File: src/rtl/fetch_queue_pkg.sv
// rtl/fetch_queue_pkg.sv - shared constants and entry type for the mips32 fetch stage
package fetch_queue_pkg;

    localparam int WORD_W = 32;
    localparam logic [WORD_W-1:0] FQ_RESET_PC = '0;
    localparam logic [WORD_W-1:0] NOP = 32'h0000_0000;

    typedef struct packed {
        logic [WORD_W-1:0] instr;
        logic [WORD_W-1:0] pc;
    } fq_entry_t;

endpackage

File: src/rtl/fetch_queue_if.sv
// rtl/fetch_queue_if.sv - imem, decode and redirect signals of the fetch stage
interface fetch_queue_if
    import fetch_queue_pkg::*;
#(
    parameter int ADDR_W = WORD_W,
    parameter int DATA_W = WORD_W
) ();

    logic              imem_req;
    logic [ADDR_W-1:0] imem_addr;
    logic [DATA_W-1:0] imem_rdata;
    logic              inst_valid;
    logic              inst_ready;
    logic [DATA_W-1:0] inst;
    logic [ADDR_W-1:0] inst_pc;
    logic              redirect;
    logic [ADDR_W-1:0] redirect_pc;

    modport master (
        output imem_req, imem_addr, inst_valid, inst, inst_pc,
        input  imem_rdata, inst_ready, redirect, redirect_pc
    );

    modport slave (
        input  imem_req, imem_addr, inst_valid, inst, inst_pc,
        output imem_rdata, inst_ready, redirect, redirect_pc
    );

endinterface

File: src/rtl/fetch_queue_fifo.sv
// rtl/fetch_queue_fifo.sv - DEPTH-entry sync FIFO with flush, count and registered head
module fetch_queue_fifo
    import fetch_queue_pkg::*;
#(
    parameter int DEPTH = 4,
    parameter int W     = 2 * WORD_W,
    localparam int PW   = $clog2(DEPTH),
    localparam int CW   = PW + 1
) (
    input  logic          clk,
    input  logic          reset,
    input  logic          push_i,
    input  logic [W-1:0]  push_data_i,
    input  logic          pop_i,
    input  logic          flush_i,
    output logic [W-1:0]  head_o,
    output logic          valid_o,
    output logic [CW-1:0] count_o
);

    logic [W-1:0]  mem_q [DEPTH];
    logic [PW-1:0] wr_ptr_q, wr_ptr_d;
    logic [PW-1:0] rd_ptr_q, rd_ptr_d;
    logic [CW-1:0] count_q, count_d;
    logic          do_pop;

    assign do_pop = pop_i && (count_q != '0);

    always_comb begin
        wr_ptr_d = wr_ptr_q;
        rd_ptr_d = rd_ptr_q;
        count_d  = count_q;
        if (flush_i) begin
            wr_ptr_d = '0;
            rd_ptr_d = '0;
            count_d  = '0;
        end else begin
            if (push_i) wr_ptr_d = wr_ptr_q + PW'(1);
            if (do_pop) rd_ptr_d = rd_ptr_q + PW'(1);
            count_d = count_q + CW'(push_i) - CW'(do_pop);
        end
    end

    always_ff @(posedge clk) begin
        if (reset) begin
            wr_ptr_q <= '0;
            rd_ptr_q <= '0;
            count_q  <= '0;
            for (int i = 0; i < DEPTH; i++) mem_q[i] <= '0;
        end else begin
            wr_ptr_q <= wr_ptr_d;
            rd_ptr_q <= rd_ptr_d;
            count_q  <= count_d;
            if (push_i && !flush_i) mem_q[wr_ptr_q] <= push_data_i;
        end
    end

    assign head_o  = mem_q[rd_ptr_q];
    assign valid_o = (count_q != '0);
    assign count_o = count_q;

endmodule

File: src/rtl/fetch_queue.sv
// rtl/fetch_queue.sv - mips32 fetch PC, imem request/credit logic and instruction queue (FETCH_QUEUE_PERF_EN adds perf counters)
module fetch_queue
    import fetch_queue_pkg::*;
#(
    parameter int                DEPTH    = 4,
    parameter int                ADDR_W   = WORD_W,
    parameter int                DATA_W   = WORD_W,
    parameter logic [ADDR_W-1:0] RESET_PC = ADDR_W'(FQ_RESET_PC)
) (
    input  logic        clk,
    input  logic        reset,
    fetch_queue_if.master fq
`ifdef FETCH_QUEUE_PERF_EN
    ,
    output logic [31:0] perf_stall_cnt,
    output logic [31:0] perf_flush_cnt
`endif
);

    localparam int CW = $clog2(DEPTH) + 1;

    logic [ADDR_W-1:0]        fetch_pc_q, fetch_pc_d;
    logic [ADDR_W-1:0]        inflight_pc_q, inflight_pc_d;
    logic                     inflight_q, inflight_d;
    logic [CW-1:0]            count;
    logic                     credit, req, push, pop;
    logic [DATA_W+ADDR_W-1:0] head;

    // Credit counts the outstanding response; a same-cycle pop frees nothing yet.
    assign credit = ({1'b0, count} + (CW+1)'(inflight_q)) < (CW+1)'(DEPTH);
    assign req    = !reset && !fq.redirect && credit;
    assign push   = inflight_q && !fq.redirect;
    assign pop    = fq.inst_valid && fq.inst_ready;

    always_comb begin
        fetch_pc_d    = fetch_pc_q;
        inflight_pc_d = inflight_pc_q;
        inflight_d    = 1'b0;
        if (fq.redirect) begin
            fetch_pc_d = fq.redirect_pc;
        end else if (req) begin
            inflight_d    = 1'b1;
            inflight_pc_d = fetch_pc_q;
            fetch_pc_d    = fetch_pc_q + ADDR_W'(1);
        end
    end

    always_ff @(posedge clk) begin
        if (reset) begin
            fetch_pc_q    <= RESET_PC;
            inflight_pc_q <= '0;
            inflight_q    <= 1'b0;
        end else begin
            fetch_pc_q    <= fetch_pc_d;
            inflight_pc_q <= inflight_pc_d;
            inflight_q    <= inflight_d;
        end
    end

    fetch_queue_fifo #(
        .DEPTH (DEPTH),
        .W     (DATA_W + ADDR_W)
    ) u_fifo (
        .clk         (clk),
        .reset       (reset),
        .push_i      (push),
        .push_data_i ({fq.imem_rdata, inflight_pc_q}),
        .pop_i       (pop),
        .flush_i     (fq.redirect),
        .head_o      (head),
        .valid_o     (fq.inst_valid),
        .count_o     (count)
    );

    assign fq.imem_req  = req;
    assign fq.imem_addr = fetch_pc_q;
    assign fq.inst      = head[ADDR_W +: DATA_W];
    assign fq.inst_pc   = head[ADDR_W-1:0];

`ifdef FETCH_QUEUE_PERF_EN
    logic [31:0] stall_cnt_q;
    logic [31:0] flush_cnt_q;

    always_ff @(posedge clk) begin
        if (reset) begin
            stall_cnt_q <= '0;
            flush_cnt_q <= '0;
        end else begin
            if (fq.inst_valid && !fq.inst_ready && stall_cnt_q != '1)
                stall_cnt_q <= stall_cnt_q + 32'd1;
            if (fq.redirect && flush_cnt_q != '1)
                flush_cnt_q <= flush_cnt_q + 32'd1;
        end
    end

    assign perf_stall_cnt = stall_cnt_q;
    assign perf_flush_cnt = flush_cnt_q;
`endif

endmodule

File: src/flat_wrapper.sv
// flat-port wrapper written by rule: the top's interface ports become plain ports
module fetch_queue_flat import fetch_queue_pkg::*;
#(
    parameter int                DEPTH    = 4,
    parameter int                ADDR_W   = WORD_W,
    parameter int                DATA_W   = WORD_W,
    parameter logic [ADDR_W-1:0] RESET_PC = ADDR_W'(FQ_RESET_PC)
)
  (clk, reset, fq_imem_req, fq_imem_addr, fq_inst_valid, fq_inst, fq_inst_pc, fq_imem_rdata, fq_inst_ready, fq_redirect, fq_redirect_pc);
  fetch_queue_if #(.ADDR_W(ADDR_W), .DATA_W(DATA_W)) fq_i ();
  input  logic clk;
  input  logic reset;
  output wire logic [$bits(fq_i.imem_req)-1:0] fq_imem_req;
  output wire logic [$bits(fq_i.imem_addr)-1:0] fq_imem_addr;
  output wire logic [$bits(fq_i.inst_valid)-1:0] fq_inst_valid;
  output wire logic [$bits(fq_i.inst)-1:0] fq_inst;
  output wire logic [$bits(fq_i.inst_pc)-1:0] fq_inst_pc;
  input wire logic [$bits(fq_i.imem_rdata)-1:0] fq_imem_rdata;
  input wire logic [$bits(fq_i.inst_ready)-1:0] fq_inst_ready;
  input wire logic [$bits(fq_i.redirect)-1:0] fq_redirect;
  input wire logic [$bits(fq_i.redirect_pc)-1:0] fq_redirect_pc;
  assign fq_imem_req = fq_i.imem_req;
  assign fq_imem_addr = fq_i.imem_addr;
  assign fq_inst_valid = fq_i.inst_valid;
  assign fq_inst = fq_i.inst;
  assign fq_inst_pc = fq_i.inst_pc;
  assign fq_i.imem_rdata = fq_imem_rdata;
  assign fq_i.inst_ready = fq_inst_ready;
  assign fq_i.redirect = fq_redirect;
  assign fq_i.redirect_pc = fq_redirect_pc;
  fetch_queue #(.DEPTH(DEPTH), .ADDR_W(ADDR_W), .DATA_W(DATA_W), .RESET_PC(RESET_PC)) u_core (.clk(clk), .reset(reset), .fq(fq_i));
endmodule
File: config.mk
export PLATFORM = sky130hd
export DESIGN_NAME = fetch_queue_flat
export DESIGN_NICKNAME = d
export VERILOG_FILES = /design/src/rtl/fetch_queue_pkg.sv /design/src/rtl/fetch_queue_if.sv /design/src/rtl/fetch_queue_fifo.sv /design/src/rtl/fetch_queue.sv /design/src/flat_wrapper.sv
export SDC_FILE = /design/constraint.sdc
export NUM_CORES = 1
export LEC_CHECK = 0
export BUFFER_PORTS_ARGS = -buffer_cell sky130_fd_sc_hd__buf_2
export CAP_MARGIN = 0
export CORE_MARGIN = 2
export CORE_UTILIZATION = 25
export DETAILED_ROUTE_END_ITERATION = 6
export GPL_ROUTABILITY_DRIVEN = 0
export PLACE_DENSITY = 0.52
export SYNTH_ARGS = -nofsm -noshare
export SYNTH_HDL_FRONTEND = slang
export SYNTH_SLANG_ARGS = --single-unit
File: constraint.sdc
create_clock -name clk -period 9.35 [get_ports clk]
set_input_delay 1.4025 -clock clk [delete_from_list [all_inputs] [get_ports clk]]
set_output_delay 1.4025 -clock clk [all_outputs]
set_load 0.01 [all_outputs]
### Word-level counts from Yosys, hierarchy flattened

Memory sizes are Yosys's and may differ from the RTL's. A register that Yosys moved wholly into a read port is not among the register bits.
Index checks and enable logic that the tools add are counted.

* add/sub/neg operators: 6
* magnitude comparators: 1
* mux-type cells: 13
* bitwise operators: 1
* reduce and logical (&&, ||, !) cells: 13

Operators by type and width (count)
* 2-to-1 mux 32 bit: 2
* 2-to-1 mux 64 bit: 1
* OR reduction 64 bit: 1
* adder 32 x 1 -> 32 bit (second input constant): 1
* 2-to-1 mux 1 bit: 7
* logical AND 1 bit: 6
* 2-to-1 mux 2 bit: 3
* adder 2 x 1 -> 2 bit (second input constant): 2
* adder 3 x 1 -> 4 bit: 1
* less-than comparator 4 x 3 -> 1 bit (second input constant): 1
* adder 3 x 1 -> 3 bit: 1
* nonzero test 3 bit: 1
* subtractor 3 x 1 -> 3 bit: 1
* logical NOT 1 bit: 2
* AND reduction 2 bit: 1
* nonzero test 2 bit: 1
* OR reduction 2 bit: 1
* NOT 1 bit: 1

* bits in registers: 72
* bits in writable memories: 256
* input port bits: 68
* output and inout port bits: 98
* word-level logic and storage cells: 41
* memories kept: 1

Memory list
* u_core.u_fifo.mem_q: depth 4, width 64, rd ports 1, clocked after Yosys merged registers in 1, write ports 4, line fetch_queue_fifo.sv:21 `logic [W-1:0] mem_q [DEPTH];`

### Longest topological paths before layout

Gate-level depths: netlist (run 1).

* word-level depth: 8
* depth in mapped cells: 10

### Hierarchy

Synthesis (run 1) repeated with hierarchy kept, for this count alone.

* cell total of the unflattened synthesis: 1143
* area, all modules: 15167.0 um^2

By module, submodules not included
* fetch_queue_fifo: instances 1, cells each 752, area each 12050.3 um^2, seq. area each 7867.5 um^2
* fetch_queue: instances 1, cells each 391, area each 3116.7 um^2, seq. area each 1301.2 um^2

### Least setup slack after synthesis (run 1)

No wires, ideal clock.

* kind: input to register
* from: input port fq_redirect
* to: memory u_core.u_fifo.mem_q[1][0] in the netlist's numbering (enable)
* setup time: 0.499 ns
* data arrival time: 4.849 ns
* data required time: 8.851 ns
* setup slack: 4.002 ns
* cell stages on the path: 4
* path buffers: 1
* cells stage by stage: clkbuf_1 nor2b_1 inv_1 o21bai_1

RTL lines
* start, declared: line flat_wrapper.sv:20 `input wire logic [$bits(fq_i.redirect)-1:0] fq_redirect;`
* end, declared: line fetch_queue_fifo.sv:21

### Worst setup path after layout (run 1)

* from: input port reset
* to: output port fq_imem_req

* cells in the longest elaborated chain, start to end: 3

Ends and longest elaborated chain
* start, declared: line flat_wrapper.sv:12 `input logic reset;`
* logical NOT 1 bit: line fetch_queue.sv:31 `assign req = !reset && !fq.redirect && credit;`
* logical AND 1 bit (2 in series): line fetch_queue.sv:31
* end, declared: line flat_wrapper.sv:13 `output wire logic [$bits(fq_i.imem_req)-1:0] fq_imem_req;`

Every way passes these cells.

==> results of run 1 <==
[layer usage]
metal / routed length, um / global-route usage / vias up
met5: 0 / 0 / -
met4: 641 / 0.02937 / 0
met3: 2331 / 0.02644 / 43
met2: 17730 / 0.2137 / 272
met1: 17540 / 0.1810 / 4453
li1: - / - / 4176
[cells by family (layout without fill, tap and decap cells)]
| kind of cell | count (synthesis) | count (layout) | share of synthesized area |
|---|---|---|---|
| other cells | 0 | 1 | 0 |
| buf+inv | 143 | 310 | 0.04058 |
| simple gates | 455 | 455 | 0.1479 |
| compound gates | 76 | 76 | 0.03428 |
| flops | 330 | 330 | 0.6507 |
| xor+xnor | 31 | 31 | 0.01927 |
| fa+ha+maj | 5 | 5 | 0.004973 |
| mux | 64 | 64 | 0.1023 |
[cell type report]
type | instances | area [um^2]
fill | 5774 | 39280
sequential | 330 | 9176
multi-input combinational | 631 | 4408
clock buffer | 44 | 952.2
tap | 756 | 945.9
timing repair buffer | 174 | 893.4
inverter | 70 | 262.8
clock inverter | 22 | 140.1
antenna | 1 | 2.502
[through the flow]
stage	power (mW)	hold slack, ps	worst slack (ps)	utilization	instances
2_1_floorplan	1.799	436.6	4002	-	1104
3_3_place_gp	1.896	447.5	4668	0.2798	1961
3_5_place_dp	1.899	449.1	4662	0.2798	1961
4_1_cts	3.249	461.1	4901	0.2993	2027
5_1_grt	3.325	473.2	4748	0.2993	2028
6_report	3.200	460.6	4910	0.2993	2028
[synthesized netlist by cell type (2+ instances only)]
| cell type | n |
|---|---|
| clkbuf_1 | 52 |
| nand2_1 | 151 |
| xnor2_1 | 25 |
| mux4_2 | 64 |
| a211oi_1 | 22 |
| nand3_1 | 12 |
| inv_1 | 69 |
| a21oi_1 | 36 |
| nand2b_1 | 2 |
| o22ai_1 | 3 |
| nor2_1 | 194 |
| a31oi_1 | 3 |
| and2_1 | 39 |
| o21ai_0 | 2 |
| or2_2 | 3 |
| or3_1 | 5 |
| buf_6 | 2 |
| nor4_2 | 11 |
| nand4_1 | 7 |
| buf_1 | 5 |
| nor4b_2 | 2 |
| and3_1 | 9 |
| o21bai_1 | 2 |
| or4_1 | 3 |
| and4_1 | 5 |
| edfxtp_1 | 256 |
| ha_1 | 4 |
| buf_2 | 12 |
| a311oi_1 | 3 |
| nor3_1 | 5 |
| dfxtp_1 | 74 |
| xor2_1 | 6 |
[path summary, 6_finish.rpt]
| path | start | endpoint | depth (start not counted) |
|---|---|---|---|
| setup / recovery | reset | fq_imem_req | 6 |
| hold / removal | u_core.inflight_pc_q[20] | u_core.inflight_pc_q[20] | 2 |
| setup reg to reg | u_core.u_fifo.wr_ptr_q[1] | u_core.u_fifo.mem_q[0][33] | 4 |
| hold reg to reg | u_core.inflight_pc_q[20] | u_core.inflight_pc_q[20] | 2 |
[power groups by stage]
stage | Clock (mW) | Combinational (mW) | Sequential [mW]
after floorplan | 0 | 0.106 | 1.69
after global placement | 0 | 0.195 | 1.70
after detailed placement | 0 | 0.196 | 1.70
after CTS | 1.38 | 0.197 | 1.67
after global routing | 1.44 | 0.210 | 1.68
final | 1.34 | 0.191 | 1.67
[registers in the layout, indices dropped and copies added, names as in the netlist, named ones only]
name                    flops
u_core.inflight_pc_q       32
u_core.inflight_q           1
u_core.u_fifo.count_o       3
u_core.fq.imem_addr        32
u_core.u_fifo.rd_ptr_q      2
u_core.u_fifo.mem_q       256
u_core.u_fifo.wr_ptr_q      2
[worst reg2reg max path: stages (launching register included)]
cell and delay [ps]:
dfxtp_1 380, or2_2 640, nor2_4 860, or2_4 350, buf_4 720
==> results.py, run 1 <==
metrics = {
    "worst_setup_path": {
        "regToRegSetupSlack_ps": 5970,
        "worstSetupStartpointType": "input pin",
        "arrival_ps": 3040,
        "critPathKind": "input pin to primary output",
        "worst_path_dominant_cell_family": "buffers and inverters",
        "crit_top_cell": "buf_2",
        "critPathBufInv": 4,
        "critPathMaxStageDelay_ps": 460,
        "worstPathMaxFanout": 70,
        "end_kind": "primary output",
        "cp_cell_sequence": "buf_2, buf_4, nor2_1, nand2_1, inv_2, buf_2",
        "cp_data_required_time_ps": 7950,
        "crit_path_top_delay_cell": "inv_2",
    },
    "pwr": {
        "p_int_mw": 2.462,
        "power.leakage_nw": 6.312,
        "ir_drop_mv": 0.1011,
        "p_switching_mw": 0.7387,
        "seqPwrFrac": 0.522,
        "p_comb_frac": 0.060,
        "p_clk_frac": 0.418,
        "power_density_nw_per_um2": 190.7,
        "swShare": 0.2308,
    },
    "timing": {
        "tns_ps": 0,
        "setup_violations": 0,
        "slew_viol_final": 0,
        "hold_viol_final": 0,
        "worst_pin_slew_ps": 1137,
        "max_freq_ghz": 0.2252,
        "min_period_ps": 4440,
        "fin_crit_sh": 0.4749,
        "slew_headroom": 0.2420,
        "fin_worst_skew_ps": 21.99,
        "rsz0062_at_grt": "false",
    },
    "logic_synthesis": {
        "synth.distinct_cells": 48,
        "ys.warnings.count": 0,
        "post-synth-top-area-cell": "edfxtp_1",
        "syn_inst": 1104,
        "yosysSeqAreaShare": 0.6507,
        "async_flop_share": 0,
        "synth_area_leaders": "edfxtp_1 (55%), dfxtp_1 (11%), mux4_2 (10%)",
        "netlist.area_leader.share": 0.5456,
        "synth_edf_count": 256,
        "synth_nets": 1177,
        "avgSynthCellArea_um2": 12.76,
        "synth_area_um2": 14090,
        "ys.flop_type": "edfxtp_1",
        "synth-seq-cells": 330,
    },
    "cts": {
        "cts_resized": 0,
        "worstSkewPairLatency_ps": 530,
        "post-cts-setup-buffers": 0,
        "htree_levels": 2,
        "cts_tree": "built",
        "clock-sinks": 330,
        "clk_pin_slew_ps": 60,
        "ctsLongestPathBuffers": 3,
        "cts_inserted_buffers": 36,
        "holdBufCountCts": 0,
        "cts_root_buf": "clkbuf_16",
    },
    "die": {
        "dieArea_um2": 58270,
        "fp-row-count": 87,
        "initial_utilization": 0.2513,
        "fp.dieW_um": 241.4,
        "die_y_um": 241.4,
        "ios": 166,
        "fp.coreArea_um2": 56060,
    },
    "grt": {
        "grt_pass1_vias": 9307,
        "grt_max_degree": 71,
        "gr-usage-all-layers": 0.1314,
        "overflow": 0,
        "grt_first_pass_wirelength_um": 57490,
        "antenna_found_initial": 1,
    },
    "layout": {
        "final_common_cell": "edfxtp_1",
        "fin_area_um2": 16780,
        "drive_gt1_frac": 0.2510,
        "final_cell_mix": "edfxtp_1 (256), nor2_1 (193), buf_2 (165)",
        "syn_to_final_growth_pct": 19.10,
        "final_nets": 1316,
    },
    "routing": {
        "ant_nets": 0,
        "post-route-drc-count": 0,
        "drt_iter0_drc": 654,
        "wl_per_cell_um": 18.86,
        "wl_um": 38250,
        "vias": 8944,
        "via_per_inst": 4.410,
        "drtPass1Iterations": 5,
    },
    "place": {
        "post-dp-hpwl_um": 22660,
        "io_buffers": 165,
        "placed_area_um2": 15690,
    },
    "worst_hold_path": {
        "min-delay-path-class": "flop to flop",
    },
    "status": {
        "status": "completed",
    },
    "run": {
        "maxCapViolCount": 0,
    },
}
Note: power is estimated with default switching activity, not from simulation.
==> inputs of run 2 (changes only) <==
--- a/config.mk
+++ b/config.mk
@@ -5,6 +5,7 @@
 export SDC_FILE = /design/constraint.sdc
 export NUM_CORES = 1
 export LEC_CHECK = 0
+export ABC_AREA = 1
 export BUFFER_PORTS_ARGS = -buffer_cell sky130_fd_sc_hd__buf_2
 export CAP_MARGIN = 0
 export CORE_MARGIN = 2
==> constraint.sdc (replaced) <==
create_clock -name clk -period 4.4 [get_ports clk]
set_input_delay 0.66 -clock clk [delete_from_list [all_inputs] [get_ports clk]]
set_output_delay 0.66 -clock clk [all_outputs]
set_load 0.01 [all_outputs]
==> results.py, run 2 <==
metrics = {
    "worst_setup_path": {
        "regToRegSetupSlack_ps": 1810,
        "arrival_ps": 2850,
        "critPathKind": "flop to primary output",
        "cp_data_required_time_ps": 3740,
        "end_kind": "primary output",
        "worstPathMaxFanout": 74,
        "worstSetupStartpointType": "flop",
    },
    "die": {
        "dieArea_um2": 62150,
        "die_y_um": 249.3,
        "initial_utilization": 0.2539,
        "ios": 166,
        "fp.dieW_um": 249.3,
        "fp.coreArea_um2": 59240,
        "fp-row-count": 89,
    },
    "grt": {
        "top_usage_layer": "met2",
        "grtUsageMet2": 0.2219,
        "antenna_found_initial": 0,
        "grt_first_pass_wirelength_um": 66160,
        "gr-usage-all-layers": 0.1363,
        "use_met1": 0.1895,
        "overflow": 0,
        "groute.layer.met3.usage": 0.02268,
        "grt_pass1_vias": 11070,
        "grt_max_degree": 76,
    },
    "cts": {
        "ctsLongestPathBuffers": 3,
        "clock-sinks": 330,
        "cts_tree": "built",
        "cts_resized": 0,
        "clk_pin_slew_ps": 60,
        "htree_levels": 2,
        "holdBufCountCts": 0,
        "cts_root_buf": "clkbuf_16",
        "post-cts-setup-buffers": 0,
        "worstSkewPairLatency_ps": 530,
        "cts_inserted_buffers": 36,
    },
    "logic_synthesis": {
        "syn_inst": 1599,
        "async_flop_share": 0,
        "synthTopCellsByCount": "nor2_1 (366), edfxtp_1 (256), nand2_1 (183), o21ai_0 (180), inv_1 (142)",
        "synth-seq-cells": 330,
        "ys.warnings.count": 0,
        "yosysSeqAreaShare": 0.6095,
        "synth_area_leaders": "edfxtp_1 (51%), dfxtp_1 (9.8%), nor2_1 (9.1%)",
        "synth_area_um2": 15040,
        "avgSynthCellArea_um2": 9.407,
        "synth.distinct_cells": 29,
        "synth_most_common_cell": "nor2_1",
        "ys.flop_type": "edfxtp_1",
        "post-synth-top-area-cell": "edfxtp_1",
        "synth_nets": 1672,
        "synth_edf_count": 256,
        "netlist.area_leader.share": 0.5111,
    },
    "routing": {
        "wl_per_cell_um": 16.99,
        "post-route-drc-count": 0,
        "vias": 11394,
        "drtPass1Iterations": 5,
        "wl_um": 42950,
        "ant_nets": 0,
        "drt_iter0_drc": 744,
        "via_per_inst": 4.507,
    },
    "pwr": {
        "power_density_nw_per_um2": 390.0,
        "power.leakage_nw": 6.914,
        "ir_drop_mv": 0.2155,
    },
    "layout": {
        "final_common_cell": "nor2_1",
        "antenna_cells": 0,
        "drive_gt1_frac": 0.1949,
        "final_nets": 1802,
        "n_fill_cell": 6277,
        "top_register": "u_core.u_fifo.mem_q",
        "largest_register_ffs": 256,
        "syn_to_final_growth_pct": 18.17,
        "final_cell_mix": "nor2_1 (366), edfxtp_1 (256), nand2_1 (181)",
    },
    "timing": {
        "rsz0062_at_grt": "false",
        "setup_violations": 0,
        "fin_crit_sh": 0.7973,
        "tns_ps": 0,
        "min_period_ps": 3508,
        "hold_viol_final": 0,
        "slew_viol_final": 0,
        "worst_pin_slew_ps": 1044,
        "max_freq_ghz": 0.2851,
        "fin_worst_skew_ps": 13.60,
        "finalHoldWorstSlack_ps": 413.2,
        "slew_headroom": 0.3039,
    },
    "place": {
        "post-dp-hpwl_um": 26690,
        "io_buffers": 165,
    },
    "worst_hold_path": {
        "min-delay-path-class": "input pin to flop",
    },
    "run": {
        "maxCapViolCount": 0,
    },
    "status": {
        "status": "completed",
    },
}
[run 2: cell count changes after synthesis, sizes merged, moves of 11 or more]
cell	change
o21ai	+178
mux4	-64
nand3	+51
nor2	+234
inv	+106
and2	-39
a211oi	-21
buf	+11
nor4	-12
nand2	+34
xnor2	-22
o22ai	+60
a21oi	+22
[run 2: through the flow]
| stage | worst slack [ps] | util | instances | area [um^2] | power (mW) |
|---|---|---|---|---|---|
| final | 892.1 | 0.3000 | 2528 | 17770 | 6.931 |
| after global routing | 660.8 | 0.3000 | 2528 | 17770 | 7.189 |
| after CTS | 854.6 | 0.3000 | 2528 | 17770 | 7.018 |
| after detailed placement | 1297 | 0.2813 | 2464 | 16670 | 4.118 |
| after global placement | 1261 | 0.2813 | 2464 | 16670 | 4.112 |
| after floorplan | 47.99 | - | 1599 | 15050 | 3.892 |
[run 2: critical path: stages, from the launching register on]
cell and delay, ps:
dfxtp_4 510, inv_4 620, buf_4 400, o21ai_0 130, o22ai_1 350, buf_2 210
[run 2: path summary, 6_finish.rpt]
kind,startpoint,endpoint,depth (start not counted)
setup reg to reg,u_core.u_fifo.wr_ptr_q[1],u_core.u_fifo.mem_q[1][36],4
setup / recovery,flop,fq_inst_pc[0],5
hold reg to reg,u_core.u_fifo.rd_ptr_q[1],flop,2
hold / removal,fq_redirect_pc[6],u_core.fq.imem_addr[6],3
[run 2: layout make-up]
class	instances	area, um^2	area share
tap	773	967.2	0.05441
inverter	177	668.1	0.03759
timing repair buffer	185	1026	0.05772
multi-input combinational	999	4831	0.2718
clock buffer	46	980.9	0.05519
sequential	330	9174	0.5161
clock inverter	18	127.6	0.007180
[run 2: power breakdown]
part	internal [mW]	leakage, nW	switching (mW)
combinational	0.149	3.12	0.336
sequential	3.48	3.26	0.0711
clock	1.64	0.536	1.25
[run 2: per-layer routing]
metal	share of wire	vias up	wire, um
li1	-	5557	-
met1	0.46	5462	19680
met5	0	-	0
met3	0.059	40	2540
met4	0.013	0	560
met2	0.47	335	20170
[run 2: kinds of logic after synthesis]
family,count (synthesis),share of synthesized area
AND/OR/NAND/NOR,680,0.2002
XOR/XNOR,8,0.004658
buffers and inverters,270,0.07336
flip-flops,330,0.6095
adder cells (fa/ha/maj),5,0.004658
AO/OA/AOI/OAI,306,0.1076
